<file path="src/rtl/latch_write_sequencer.sv">
`default_nettype none
// ============================================================================
// Module   : latch_write_sequencer
// Brief    : Drives LAT_I/LAT_GE/LAT_SET/LAT_RST of a gated-latch bank with
//            setup/open/hold sequencing. Define LATCH_CHECK_EN for readback.
// Revision : 1.0
// ============================================================================
module latch_write_sequencer #(
  parameter int WIDTH     = 8,
  parameter int SETUP_CYC = 1,
  parameter int OPEN_CYC  = 2,
  parameter int HOLD_CYC  = 1
) (
  input  logic             clk,
  input  logic             rst_n,
  input  logic             in_valid,
  output logic             in_ready,
  input  logic [1:0]       in_cmd,
  input  logic [WIDTH-1:0] in_data,
  output logic [WIDTH-1:0] lat_i,
  output logic             lat_ge,
  output logic             lat_set,
  output logic             lat_rst,
  input  logic [WIDTH-1:0] lat_o,
  output logic             busy,
  output logic             done,
  output logic             chk_err
);

  localparam logic [1:0] c_cmd_write = 2'b00;
  localparam logic [1:0] c_cmd_set   = 2'b01;
  localparam logic [1:0] c_cmd_clr   = 2'b10;
  localparam logic [1:0] c_cmd_nop   = 2'b11;

  localparam logic [3:0] c_setup_ld = 4'(SETUP_CYC - 1);
  localparam logic [3:0] c_open_ld  = 4'(OPEN_CYC - 1);
  localparam logic [3:0] c_hold_ld  = 4'(HOLD_CYC - 1);

  typedef enum logic [2:0] {
    S_IDLE  = 3'd0,
    S_SETUP = 3'd1,
    S_OPEN  = 3'd2,
    S_HOLD  = 3'd3,
    S_FORCE = 3'd4,
    S_FIN   = 3'd5
  } state_t;

  state_t           r_state, w_state_nxt;
  logic [3:0]       r_cnt, w_cnt_nxt;
  logic [1:0]       r_cmd, w_cmd_eff;
  logic             w_accept;
  logic [WIDTH-1:0] r_lat_i;
  logic             r_ready, r_ge, r_set, r_rst, r_done;

  assign w_accept  = in_valid & r_ready;
  assign w_cmd_eff = w_accept ? in_cmd : r_cmd;

  always_comb begin
    w_state_nxt = r_state;
    w_cnt_nxt   = r_cnt;
    case (r_state)
      S_IDLE: begin
        if (w_accept) begin
          case (in_cmd)
            c_cmd_write: begin
              w_state_nxt = S_SETUP;
              w_cnt_nxt   = c_setup_ld;
            end
            c_cmd_set, c_cmd_clr: begin
              w_state_nxt = S_FORCE;
              w_cnt_nxt   = c_open_ld;
            end
            default: w_state_nxt = S_FIN;
          endcase
        end
      end
      S_SETUP: begin
        if (r_cnt == 4'd0) begin
          w_state_nxt = S_OPEN;
          w_cnt_nxt   = c_open_ld;
        end else begin
          w_cnt_nxt = r_cnt - 4'd1;
        end
      end
      S_OPEN: begin
        if (r_cnt == 4'd0) begin
          w_state_nxt = S_HOLD;
          w_cnt_nxt   = c_hold_ld;
        end else begin
          w_cnt_nxt = r_cnt - 4'd1;
        end
      end
      S_HOLD, S_FORCE: begin
        if (r_cnt == 4'd0) w_state_nxt = S_FIN;
        else               w_cnt_nxt   = r_cnt - 4'd1;
      end
      S_FIN:   w_state_nxt = S_IDLE;
      default: w_state_nxt = S_IDLE;
    endcase
  end

  // Strobes are decoded from the next state so they leave a flop with no decode glitches.
  always_ff @(posedge clk or negedge rst_n) begin
    if (!rst_n) begin
      r_state <= S_IDLE;
      r_cnt   <= 4'd0;
      r_cmd   <= c_cmd_nop;
      r_lat_i <= '0;
      r_ready <= 1'b0;
      r_ge    <= 1'b0;
      r_set   <= 1'b0;
      r_rst   <= 1'b0;
      r_done  <= 1'b0;
    end else begin
      r_state <= w_state_nxt;
      r_cnt   <= w_cnt_nxt;
      r_cmd   <= w_cmd_eff;
      if (w_accept && in_cmd == c_cmd_write) r_lat_i <= in_data;
      r_ready <= (w_state_nxt == S_IDLE);
      r_ge    <= (w_state_nxt == S_OPEN);
      r_set   <= (w_state_nxt == S_FORCE) && (w_cmd_eff == c_cmd_set);
      r_rst   <= (w_state_nxt == S_FORCE) && (w_cmd_eff == c_cmd_clr);
      r_done  <= (w_state_nxt == S_FIN);
    end
  end

  assign in_ready = r_ready;
  assign lat_i    = r_lat_i;
  assign lat_ge   = r_ge;
  assign lat_set  = r_set;
  assign lat_rst  = r_rst;
  assign done     = r_done;
  assign busy     = (r_state != S_IDLE);

`ifdef LATCH_CHECK_EN
  logic [WIDTH-1:0] w_expected;
  always_comb begin
    w_expected = r_lat_i;
    if (r_cmd == c_cmd_set) w_expected = '1;
    else if (r_cmd == c_cmd_clr) w_expected = '0;
  end
  assign chk_err = (r_state == S_FIN) && (r_cmd != c_cmd_nop) && (lat_o != w_expected);
`else
  logic w_unused_lat_o;
  assign w_unused_lat_o = ^lat_o;
  assign chk_err        = 1'b0;
`endif

  a_strobe_exclusive: assert property (@(posedge clk) disable iff (!rst_n)
    $onehot0({lat_ge, lat_set, lat_rst}));

endmodule
`default_nettype wire

</file>
<file path="config.mk">
export PLATFORM = sky130hd
export DESIGN_NAME = latch_write_sequencer
export DESIGN_NICKNAME = d
export VERILOG_FILES = /design/src/rtl/latch_write_sequencer.sv
export SDC_FILE = /design/constraint.sdc
export NUM_CORES = 1
export LEC_CHECK = 0
export CAP_MARGIN = 0
export CORE_MARGIN = 2
export CORE_UTILIZATION = 46
export CTS_BUF_LIST = sky130_fd_sc_hd__clkbuf_4 sky130_fd_sc_hd__clkbuf_8
export DETAILED_ROUTE_END_ITERATION = 6
export HOLD_SLACK_MARGIN = 0.12
export PLACE_DENSITY = 0.77
export RECOVER_POWER = 100
export SLEW_MARGIN = 20
export SYNTH_ARGS = -nofsm -noshare
export SYNTH_HDL_FRONTEND = slang
export SYNTH_SLANG_ARGS = --single-unit
</file>
<file path="constraint.sdc">
create_clock -name clk -period 2.43 [get_ports clk]
set_input_delay 0.486 -clock clk [delete_from_list [all_inputs] [get_ports clk]]
set_output_delay 0.486 -clock clk [all_outputs]
set_load 0.03 [all_outputs]
</file>
==> metrics.csv <==
stage;metric;value;unit
routing;Vias;832;
finish;area grow syn2layout;31.09;%
synth;Synth Register Bits;22;
routing;DRT antenna net count;0;
die;DIE HEIGHT;52.42;um
critical_path;crit path max fanout;11;
placed_design;Detailed Place HPWL;1617;um
routing;Routed Wire Length;2136;um
clocking;clock-pin slew on the worst setup and hold paths;0.12;ns
timing;Clock Skew;0.005679;ns
timing;Fin. Hold Viols;0;
critical_path;arrival time at the worst endpoint;1.83;ns
global_routing;first-pass GRT wire length;3636;um
routing;WL/cell;13.96;um
clocking;worst-skew pair later-pin latency;0.30;ns
timing;worst slew pin tran;1.194;ns
synth;Post-synth EDFFs;0;
placed_design;Routability Congestion;0.7559;
routing;drt first pass iters;4;
global_routing;gr ovfl total;0;
timing;Final Setup Violations;0;
power;VDD IR max;717.4;uV
die;DIE AREA;2748;um^2
clocking;Post-CTS Setup Repair Bufs;0;
synth;Syn. warnings;0;
die;I/O Pins;36;
finish;layout cell share with drive strength beyond 1;13.60;%
routing;Iteration-0 DRC Markers;6;
timing;total negative setup slack;0;ns
global_routing;antenna violations before repair;0;
finish;final net count;152;
critical_path;worst r2r path cells;7;
synth;Syn Area/Cell;11.12;um^2
clocking;CTS H-tree depth;1;
synth;Synth Cell Area;1079;um^2
clocking;Max clock buf depth;2;
routing;Remaining DRCs;0;
critical_path;WS Path Type;reg2out;
clocking;clk sinks;22;
clocking;hold_buf cts;0;
synth;ys async rst share;100.0;%
timing;Max-slew headroom;20.43;%
clocking;Root Driver;clkbuf_4;
power;PD cells;1408;nW/um^2
timing;Slew Viols, Final;0;
clocking;CTS buffer count;3;
critical_path;Critical Path Start Type;flip-flop;
finish;storage element area;553.0;um^2
finish;fillcell total;193;
synth;register area share after synthesis;51.28;%
placed_design;DP Worst Slack;0.05519;ns
synth;Post-Synthesis Cells;97;
synth;Post-Synthesis Net Count;123;
clocking;CTS tree;done;
finish;ANT cells;0;
clocking;Post-CTS Resized;0;
synth;Most used DFF post-synth;dfrtp_1;
global_routing;vias in the first global route;835;
die;Rows;17;
job;max cap viols;0;
routing;drt via density;5.438;
synth;Yosys cell types;34;
die;core area;2212;um^2
finish;multi-input combinational cell area;475.5;um^2
die;Starting Density;48.76;%
power;Leakage;0.6388;nW
timing;crit path time final;2.312;ns
run_status;status;finished, final reports clean;
critical_path;element type at the critical path end;output pin;
timing;Achievable Freq;432.6;MHz
global_routing;gr usage total;17.89;%
die;chip width;52.42;um
placed_design;I/O Buffers;26;
global_routing;largest net degree at the start of global routing;23;
timing;setup ws final;0.1182;ns
min_path;Hold Path Class;reg2reg;
timing;crit share post-route;95.14;%
timing;setup repair after global routing missed its margin;false;
critical_path;Worst EP required;1.94;ns
min_path;WHS Path Cells;1;
[Yosys cell counts, types with 4 or more instances]
cell type | n | area, um^2
o21ai_0 | 4 | 20.02
dfrtp_1 | 20 | 500.5
ha_1 | 5 | 62.56
nor2_1 | 5 | 18.77
nand2_1 | 8 | 30.03
mux2_2 | 8 | 90.09
nor3_1 | 4 | 20.02
inv_1 | 7 | 26.28
a21oi_1 | 5 | 25.02
[final cells by class]
cell class / instances / share of cell area, %
Clock buffer: 3 / 1.593
Clock inverter: 1 / 2.124
Inverter: 7 / 1.858
Multi-Input combinational cell: 64 / 33.63
Sequential cell: 22 / 39.11
Tap cell: 28 / 2.478
Timing Repair Buffer: 28 / 19.20
[power by group]
part / switching (mW) / internal (mW) / total, mW
clock network: 0.109 / 0.166 / 0.276
registers: 0.130 / 0.537 / 0.667
logic: 0.594 / 0.454 / 1.05
[cells in the final DEF (no fill, tap or decap), types with 5 or more instances in the layout]
cell and n:
mux2_2 8, nand2_1 8, a21oi_1 5, ha_1 5
dlygate4sd3_1 16, dfrtp_1 20, inv_1 7, clkdlybuf4s50_1 10
nor2_1 5
[final timing paths]
check,from,to,slack [ns]
worst min-delay path,lat_i[1],lat_i[1],0.52
worst max-delay path,r_state[1],busy,0.12
worst min register to register,lat_i[1],lat_i[1],0.52
max in group asynchronous,rst_n,r_state[0],0.79
min in group asynchronous,rst_n,lat_i[4],0.94
worst max register to register,r_cnt[0],r_cnt[3],0.22
[metal layers]
metal	vias up	part of all wire, %	global-route usage (%)
met5	-	0	0
met3	2	5.1	4.286
met4	0	0.61	3.846
li1	401	-	-
met2	23	51	30.63
met1	406	43	22.84
[registers in the layout, summed over array words and instances (netlist names)]
| register | count |
|---|---|
| lat_rst | 1 |
| r_state | 3 |
| r_cmd | 2 |
| done | 1 |
| lat_ge | 1 |
| in_ready | 1 |
| r_cnt | 4 |
| lat_i | 8 |
| lat_set | 1 |
[cell families after synthesis]
logic type / after synthesis / share of synthesized area (%)
AOI/OAI and AO/OA: 19 / 11.72
adders and majority gates: 6 / 6.844
muxes: 10 / 10.67
xor gates and xnor gates: 1 / 0.8122
other: 1 / 0.3477
and+or+nand+nor: 27 / 14.04
buffers and inverters: 11 / 4.293
DFF: 22 / 51.28
[per-stage QoR]
step | total power [mW] | std cells | area (um^2) | hold slack (ns) | utilization [%]
2_1_floorplan | 1.393 | 97 | 1079 | 0.1904 | -
3_3_place_gp | 1.739 | 149 | 1369 | 0.4866 | 61.88
3_5_place_dp | 1.784 | 149 | 1369 | 0.4962 | 61.88
5_1_grt | 2.143 | 153 | 1414 | 0.5415 | 63.91
6_report | 1.991 | 153 | 1414 | 0.5188 | 63.91
4_1_cts | 2.067 | 153 | 1421 | 0.5218 | 64.25
[worst max-delay path, cell delays in order (launching register included)]
cell and delay [ns]:
dfrtp_1 0.53, nor2_1 0.29, nand2_1 0.12, clkdlybuf4s50_1 0.60
Power figures use the tool's default switching activity.
==> edit: new RTL, same settings <==
The 6 states of `state_t` get a Gray code encoding in 3 bits.
--- a/src/rtl/latch_write_sequencer.sv
+++ b/src/rtl/latch_write_sequencer.sv
@@ -39,8 +39,8 @@
   typedef enum logic [2:0] {
-    S_IDLE  = 3'd0,
-    S_SETUP = 3'd1,
-    S_OPEN  = 3'd2,
-    S_HOLD  = 3'd3,
-    S_FORCE = 3'd4,
-    S_FIN   = 3'd5
+    S_IDLE  = 3'b000,
+    S_SETUP = 3'b001,
+    S_OPEN  = 3'b011,
+    S_HOLD  = 3'b010,
+    S_FORCE = 3'b110,
+    S_FIN   = 3'b111
   } state_t;
Function: no difference found for any inputs over 10 cycles, from zero or initial values and one cycle with rst_n low; not proved beyond that.
==> edit against the unedited design <==
  * Total power fell by 9.2%
  * Synthesized area rose by 4.5%
  * Cell count rose by 1.3%
  * Critical path depth fell by 1
  * Via count rose by 1.1%
  * Design area rose by 2.4%
  * Register-to-register slack improved by 0.20 ns
  * Die area rose by 4.2%
  * Sequential cell count did not move
  * Worst setup slack improved by 0.027 ns
  * Routed wire length rose by 1.6%
  * Highest routed layer unchanged
==> edit: results (changes against the unedited design) <==
Placed design
  – Gpl congestion: 0.7967 (+5.4%)
  – Post-DP HPWL: 1.603 mm (-0.87%)
  – Placed Area: 1404 um^2 (+2.6%)
  – Place WS: 0.1211 ns (+0.06596 ns)
  – Cells after DPL: 151 (+1.3%)

Worst setup path
  – Reg-to-reg endpoint: lat_ge$_DFF_PN0_
  – Reg2Reg Depth: 6 (-1)
  – Critical path arrival: 1.80 ns (-0.03 ns)
  – Critical Path Fanout Max: 14 (+3)
  – Origin of the worst setup path: r_state[0]$_DFF_PN0_
  – Crit-path slowest cell: clkdlybuf4s50_1
  – Flop2flop setup slack: 0.42 ns (+0.20 ns)

Route
  – Via count: 841 (+1.1%)
  – Drt via density: 5.426 (-0.22%)
  – Wire length per cell: 14.00 um (+0.28%)
  – Routed length on met1: 931 um (+1.6%)
  – DR iter-0 viols: 14 (+8)
  – Met3 routed wirelength: 189 um (+73%)

Pwr
  – Power in the clock group: 277 uW (about the same)
  – Lkg Pwr: 0.0006674 uW (+4.5%)
  – Peak supply drop: 0.7104 mV (-0.97%)
  – Switching power: 714.1 uW (-14%)
  – Combinational share of power: 48.7% (-3.9 points)

Timing
  – Final Skew: 0.001315 ns (-0.004364 ns)
  – Headroom to the max-slew limit: 20.73% (+0.30 points)

Global routing
  – Vias in the first global route: 828 (-0.84%)
  – First-pass GRT wire length: 3.560 mm (-2.1%)
  – M3 GR Usage: 4.237% (-0.048 points)
  – Met1 Usage GRT: 19.82% (-3.0 points)
  – Global-route usage over all layers: 17.42% (-0.47 points)
  – GRT met2 Usage: 29.84% (-0.79 points)

Synth
  – Register area share after synthesis: 49.06% (-2.2 points)
  – Top cells by count, synth: 20 x dfrtp_1, 9 x mux2_2, 6 x inv_1
  – Distinct cells, synth: 38 (+12%)
  – Post-synth net total: 126 (+2.4%)
  – Post-synth EDFFs: 0 (unchanged)
  – Top post-synthesis cells by area: dfrtp_1 44%, mux2_2 9.0%, ha_1 5.5%
  – Syn Inst Count: 100 (+3.1%)

Cells and area
  – Max reg flops: 8 (unchanged)
  – # diodes: 0 (unchanged)
  – Share of cells above drive strength 1: 14.17% (+0.57 points)

Outcome
  – Outcome: completed

Clock tree
  – CTS resizes: 0 (unchanged)
[edit: area by class of cell]
| type | count | area [um^2] |
|---|---|---|
| Fill cell | 198 | 807.0 |
| Timing Repair Buffer | 27 | 264.0 |
| Inverter | 6 | 22.52 |
| Tap cell | 28 | 35.03 |
| Sequential cell | 22 | 554.3 |
| Clock buffer | 3 | 22.52 |
| Multi-Input combinational cell | 68 | 519.2 |
| Clock inverter | 1 | 30.03 |
[edit: per-stage QoR]
| step | hold slack (ns) | utilization (%) |
|---|---|---|
| after global placement | 0.4863 | 62.26 |
| after floorplan | 0.1904 | - |
| final | 0.5141 | 64.21 |
| after global routing | 0.5261 | 64.21 |
| after CTS | 0.5202 | 64.59 |
| after detailed placement | 0.4933 | 62.26 |
[edit: cells by family after synthesis]
group	after synthesis	share of synthesized area, %
adders and majority gates	5	5.549
other	1	0.3326
DFF	22	49.06
and+or+nand+nor	32	17.54
xor gates and xnor gates	1	0.7771
muxes	11	10.77
AOI/OAI and AO/OA	18	11.65
buffers and inverters	10	4.329
